==> src/rtl/st_req_queue.sv <==
// Store-request FIFO between LSU issue and the store unit; oldest entry is presented at the head.
// Optional macro ST_REQ_QUEUE_FALLTHROUGH_EN lets a request bypass an empty queue combinationally.

package st_req_queue_pkg;

    typedef enum logic [3:0] {
        OP_SB      = 4'd0,
        OP_SH      = 4'd1,
        OP_SW      = 4'd2,
        OP_SD      = 4'd3,
        OP_AMO_ADD = 4'd4,
        OP_AMO_SWP = 4'd5
    } st_op_e;

    typedef struct packed {
        logic [31:0] vaddr;
        logic [31:0] data;
        logic [3:0]  be;
        st_op_e      operation;
        logic [3:0]  trans_id;
    } lsu_ctrl_t;

endpackage

module st_req_queue
    import st_req_queue_pkg::*;
#(
    parameter  int unsigned DEPTH = 4,
    localparam int unsigned PTR_W = $clog2(DEPTH)
) (
    input  logic             clk_i,
    input  logic             rst_ni,
    input  logic             flush_i,
    input  logic             valid_i,
    input  lsu_ctrl_t        lsu_ctrl_i,
    output logic             ready_o,
    input  logic             pop_i,
    output logic             valid_o,
    output lsu_ctrl_t        lsu_ctrl_o,
    output logic [PTR_W:0]   usage_o,
    output logic             empty_o
);

    localparam logic [PTR_W:0] FULL_CNT = (PTR_W + 1)'(DEPTH);

    logic [PTR_W-1:0] rd_ptr_q, rd_ptr_d;
    logic [PTR_W-1:0] wr_ptr_q, wr_ptr_d;
    logic [PTR_W:0]   count_q, count_d;
    lsu_ctrl_t        mem_q [DEPTH];
    lsu_ctrl_t        mem_d [DEPTH];

    logic bypass;
    logic push;
    logic pop;

    // ready_o looks only at the registered count, so a same-cycle pop never frees a slot.
    assign ready_o = (count_q != FULL_CNT);
    assign empty_o = (count_q == '0);
    assign usage_o = count_q;

    always_comb begin
        bypass     = 1'b0;
        valid_o    = (count_q != '0);
        lsu_ctrl_o = mem_q[rd_ptr_q];
`ifdef ST_REQ_QUEUE_FALLTHROUGH_EN
        // An empty queue forwards the incoming request; if popped now it is never stored.
        if (count_q == '0 && valid_i && !flush_i) begin
            valid_o    = 1'b1;
            lsu_ctrl_o = lsu_ctrl_i;
            bypass     = pop_i;
        end
`endif
    end

    assign push = valid_i && ready_o && !bypass;
    assign pop  = pop_i && valid_o && !bypass;

    // NOTE: every always_comb output gets a default first so no path leaves it unassigned (no latch).
    always_comb begin
        rd_ptr_d = rd_ptr_q;
        wr_ptr_d = wr_ptr_q;
        count_d  = count_q;
        mem_d    = mem_q;
        if (flush_i) begin
            rd_ptr_d = '0;
            wr_ptr_d = '0;
            count_d  = '0;
        end else begin
            if (push) begin
                mem_d[wr_ptr_q] = lsu_ctrl_i;
                wr_ptr_d        = wr_ptr_q + PTR_W'(1);
            end
            if (pop) begin
                rd_ptr_d = rd_ptr_q + PTR_W'(1);
            end
            unique case ({push, pop})
                2'b10:   count_d = count_q + (PTR_W + 1)'(1);
                2'b01:   count_d = count_q - (PTR_W + 1)'(1);
                default: count_d = count_q;
            endcase
        end
    end

    // NOTE: state flops use non-blocking assignments so every flop samples pre-edge values.
    always_ff @(posedge clk_i or negedge rst_ni) begin
        if (!rst_ni) begin
            rd_ptr_q <= '0;
            wr_ptr_q <= '0;
            count_q  <= '0;
        end else begin
            rd_ptr_q <= rd_ptr_d;
            wr_ptr_q <= wr_ptr_d;
            count_q  <= count_d;
        end
    end

    // NOTE: payload storage is left unreset; the count qualifies it, and skipping reset keeps it plain RAM.
    always_ff @(posedge clk_i) begin
        mem_q <= mem_d;
    end

`ifndef SYNTHESIS
    assert property (@(posedge clk_i) disable iff (!rst_ni) !(push && count_q == FULL_CNT))
        else $error("st_req_queue: push accepted while full");
    assert property (@(posedge clk_i) disable iff (!rst_ni) !(pop && count_q == '0))
        else $error("st_req_queue: pop taken while empty");
    assert property (@(posedge clk_i) disable iff (!rst_ni) count_q <= FULL_CNT)
        else $error("st_req_queue: count exceeds depth");
`endif

endmodule

==> config.mk <==
export PLATFORM = sky130hd
export DESIGN_NAME = st_req_queue
export DESIGN_NICKNAME = d
export VERILOG_FILES = /design/src/rtl/st_req_queue.sv
export SDC_FILE = /design/constraint.sdc
export NUM_CORES = 1
export LEC_CHECK = 0
export ABC_AREA = 1
export BUFFER_PORTS_ARGS = -buffer_cell sky130_fd_sc_hd__buf_2
export CORE_UTILIZATION = 46
export DETAILED_ROUTE_END_ITERATION = 7
export PLACE_DENSITY = 0.74
export SLEW_MARGIN = 20
export SYNTH_ARGS = -nofsm -noshare
export SYNTH_HDL_FRONTEND = slang
export SYNTH_SLANG_ARGS = --single-unit
==> constraint.sdc <==
create_clock -name clk_i -period 8.14 [get_ports clk_i]
set_clock_uncertainty 0.1 [all_clocks]
set_input_delay 1.628 -clock clk_i [delete_from_list [all_inputs] [get_ports clk_i]]
set_output_delay 1.628 -clock clk_i [all_outputs]
set_load 0.02 [all_outputs]
# ---- After elaboration in Yosys (flattened, before gate mapping)
# Index checks and enable logic that the tools add are counted.
dict set report word_totals {
  reg_bits 311
  input_bits 81
  out_inout_bits 82
  wordCells 57
}
dict set report op_classes {
  n_addsub 4
  order_cmp 3
  n_eq_ne 3
  mux 12
  bitwise 3
  reduce_logical 9
}
# operator count
set ops {}
lappend ops {{304-bit bitwise mux} 1}
lappend ops {{76-bit two-way mux} 3}
lappend ops {{76-bit binary-select mux with 2-bit select} 1}
lappend ops {{76-bit demux with 2-bit select} 1}
lappend ops {{2-bit two-way mux} 4}
lappend ops {{3-bit >= comparator (second input constant)} 2}
lappend ops {{2-bit NOT with 3-bit output} 2}
lappend ops {{3-bit one-hot mux with 2 select lines} 1}
lappend ops {{3-bit nonzero test} 2}
lappend ops {{2-bit by 1-bit adder with 2-bit output (second input constant)} 2}
lappend ops {{2-bit nonzero test} 2}
lappend ops {{3-bit by 1-bit adder with 3-bit output (second input constant)} 1}
lappend ops {{1-bit logical AND} 3}
lappend ops {{3-bit zero test} 1}
lappend ops {{3-bit by 1-bit less-than comparator with 1-bit output (second input constant)} 1}
lappend ops {{3-bit two-way mux} 1}
lappend ops {{3-bit inequality test (second input constant)} 1}
lappend ops {{3-bit by 1-bit subtractor with 3-bit output (second input constant)} 1}
lappend ops {{2-bit by 1-bit equality test with 1-bit output (second input constant)} 1}
lappend ops {{2-bit equality test (second input constant)} 1}
lappend ops {{2-bit AND reduction} 1}
lappend ops {{1-bit NOT} 1}

# ---- Logic depth before layout (Yosys ltp)
dict set report depth {
  ltp_word 6
  mapped_depth 13
  depth_no_buf 12
}

# ---- Worst setup path before layout
# No wires, ideal clock.
dict set report synth_timing {
  path_type {in2reg}
  startpoint {in flush_i}
  endpoint {reg mem_q[0] (netlist bit) (enable)}
  setup_ns 0.511
  t_arrival_ns 5.292
  required_ns 7.529
  slack_ns 2.238
  path_stages 4
  n_path_buf 1
  cell_sequence {inv_1 > clkbuf_1 > nand2_1 > nor2_1}
}
dict set report synth_via {
  elab_chain_cells 2
}
# element line
set synth_rtl {}
lappend synth_rtl {{from (decl)} 33} ;# input logic flush_i,
lappend synth_rtl {{1-bit NOT (no source line)} n/a}
lappend synth_rtl {{2-bit AND reduction (no source line)} n/a}
lappend synth_rtl {{to (signal assigned)} 119} ;# mem_q <= mem_d;
lappend synth_rtl {{to (decl)} 49} ;# lsu_ctrl_t mem_q [DEPTH];
# Every way passes these cells.
# A chain may end at the register's enable or synchronous reset.

==> impl_metrics.csv <==
group,metric,value,unit
floorplan,die-area,26400,µm²
flow_run,cap_violations,0,
clock_network,root_buffer,"clkbuf_16",
clock_network,htreeDepth,1,
layout,layout_common_cells,"edfxtp_1, buf_2, o21ai_0",
clock_network,clkTransAtPathRegs,0.06,ns
timing,drv_slew,0,
grt,grt_pass1_wl,36.8,mm
synthesis,yosys_warnings,0,
clock_network,post-cts-setup-buffers,0,
timing,slew-limit-headroom,0.325,
synthesis,synth_top_area_cell,"edfxtp_1",
synthesis,syn_inst,803,
floorplan,start_util,0.470,
setup_path,end_kind,"primary output",
setup_path,crit_chain,"buf_4 -> o21ai_0 -> o22ai_1 -> buf_2",
layout,drive_gt1_frac,0.262,
routing,drt-initial-drc-count,450,
place,dp_hpwl,13.1,mm
synthesis,synth-seq-cells,311,
routing,viasPerCell,5.36,
outcome,status,"complete, no violations",
timing,period_needed,4.83,ns
timing,timing.final.crit_share,0.594,
routing,detail_route.drc_violations,0,
timing,finalSetupViolCount,0,
setup_path,critical_path_class,"flip-flop to primary output",
floorplan,core_area,25300,µm²
place,port_buffers,162,
timing,setup_tns,0,ns
grt,antenna_found_initial,4,
pwr,leakage,4.90,nW
timing,tightest_slew,1.01,ns
layout,fin_nets,1044,
setup_path,arrival,3.11,ns
synthesis,synth_area_per_cell,14.8,µm²
setup_path,critPathBufInv,2,
timing,fmax,207,MHz
setup_path,required,6.41,ns
synthesis,yosysUniqueCellTypes,29,
routing,vias,7053,
timing,finalHoldViolCount,0,
clock_network,cts_tree,"built",
routing,ant_nets,0,
pwr,finalPower,0.00439,W
floorplan,rows,58,
synthesis,synth_nets,889,
setup_path,worstSetupStartpointType,"flip-flop",
floorplan,dieHeight,163,µm
routing,wire_per_inst,18.3,µm
clock_network,cts_made_buffers,31,
setup_path,cp_slowest_cell,"dfrtp_4",
grt,grt_start_max_net_pins,154,
grt,grt_pass1_vias,7019,
place,gp_congestion,0.719,
clock_network,cts_hold_buffers,0,
layout,layout_commonest_cell,"edfxtp_1",
synthesis,syn_area,11900,µm²
timing,rsz0062_at_grt,"false",
clock_network,clk_latency,0.54,ns
clock_network,clock_path_buffers,3,
grt,grtUsageTotal,0.179,
pwr,ir_drop,0.259,mV
clock_network,postCtsResizedCells,0,
routing,wirelength,24.1,mm
setup_path,cp_top_family,"buffers and inverters",
pwr,p_per_area,314,nW/µm²
setup_path,critical_path.max_stage_delay,0.85,ns
worst_hold_path,min_path_type,"flip-flop to flip-flop",
layout,area_delta_synth_final,17.8,%
synthesis,synth_sequential_area_ratio,0.784,
floorplan,die_w,163,µm
synthesis,netlist_top_cells_area,"edfxtp_1, o21ai_0, nor2_1",
grt,grt-ovfl-total,0,
clock_network,clkSinkCount,311,
floorplan,io_pins,163,
synthesis,synth_top_area_frac,0.769,
setup_path,crit_fanout,98,
routing,firstDrtPassIters,4,
-- worst paths after layout --
check,slack [ns],endpoint,depth (start not counted),from
worst min-delay path,0.55,wr_ptr_q[1],2,wr_ptr_q[1]
worst max-delay path,3.31,lsu_ctrl_o[1],4,rd_ptr_q[0]
min in group asynchronous,0.82,usage_o[0],1,rst_ni
worst min register to register,0.55,wr_ptr_q[1],2,wr_ptr_q[1]
worst max register to register,5.32,mem_q[250],6,usage_o[0]
max in group asynchronous,6.94,rd_ptr_q[0],1,rst_ni
-- tightest hold or removal path: stages (launching register included) --
cell and delay, ns:
dfrtp_1 0.40, inv_1 0.12, o21ai_0 0.09
-- stage by stage --
stage	instances	setup slack [ns]	util	hold WS (ns)	cell area (µm²)
3_3_place_gp	1255	3.85	0.510	0.522	12900
4_1_cts	1313	3.25	0.553	0.547	14000
6_report	1317	3.31	0.554	0.551	14000
2_1_floorplan	803	2.24	-	0.479	11900
3_5_place_dp	1255	3.84	0.510	0.535	12900
5_1_grt	1315	3.08	0.553	0.582	14000
-- synth_stat cells (all sizes together) --
library cell and n:
edfxtp 304, dfrtp 7, clkbuf 24, buf 27, ha 4, nand3 6
nand2 18, fa 1, nand4 3, nor2 159, o21ai 154, xnor2 1
inv 15, a21oi 3, o22ai 76, xor2 1
-- cell families after synthesis --
kind of cell | count (synthesis) | synth area share
DFF | 311 | 0.784
AOI/OAI and AO/OA | 233 | 0.112
and+or+nand+nor | 186 | 0.0639
buffers and inverters | 66 | 0.0329
adders and majority gates | 5 | 0.00590
xor gates and xnor gates | 2 | 0.00148
-- cell type report --
| type | count | area, µm² |
|---|---|---|
| multi-input cells | 426 | 2200 |
| fillers | 2021 | 11300 |
| clock inverters | 23 | 299 |
| flip-flops and latches | 311 | 9310 |
| diodes | 4 | 10.0 |
| repair buffers | 173 | 893 |
| inverters | 15 | 63.8 |
| well taps | 330 | 413 |
| clock buffers | 35 | 791 |
-- power breakdown --
part	total [W]	switching, W	internal, W
Clock	0.00149	0.000570	0.000919
Sequential	0.00192	0.0000596	0.00186
Combinational	0.000984	0.000695	0.000289
Total	0.00439	0.00132	0.00306
-- routing by layer --
| layer | routed length, µm | GRT usage | vias to the layer above |
|---|---|---|---|
| li1 | - | - | 3334 |
| met1 | 10300 | 0.231 | 3495 |
| met2 | 11800 | 0.305 | 194 |
| met3 | 1570 | 0.0420 | 30 |
| met4 | 357 | 0.0484 | 0 |
| met5 | 0 | 0 | - |
-- registers in the layout, indices dropped and copies added (netlist names) --
name and flops:
rd_ptr_q 2, mem_q 304, wr_ptr_q 2, usage_o 3
(Power assumes the default switching activity.)
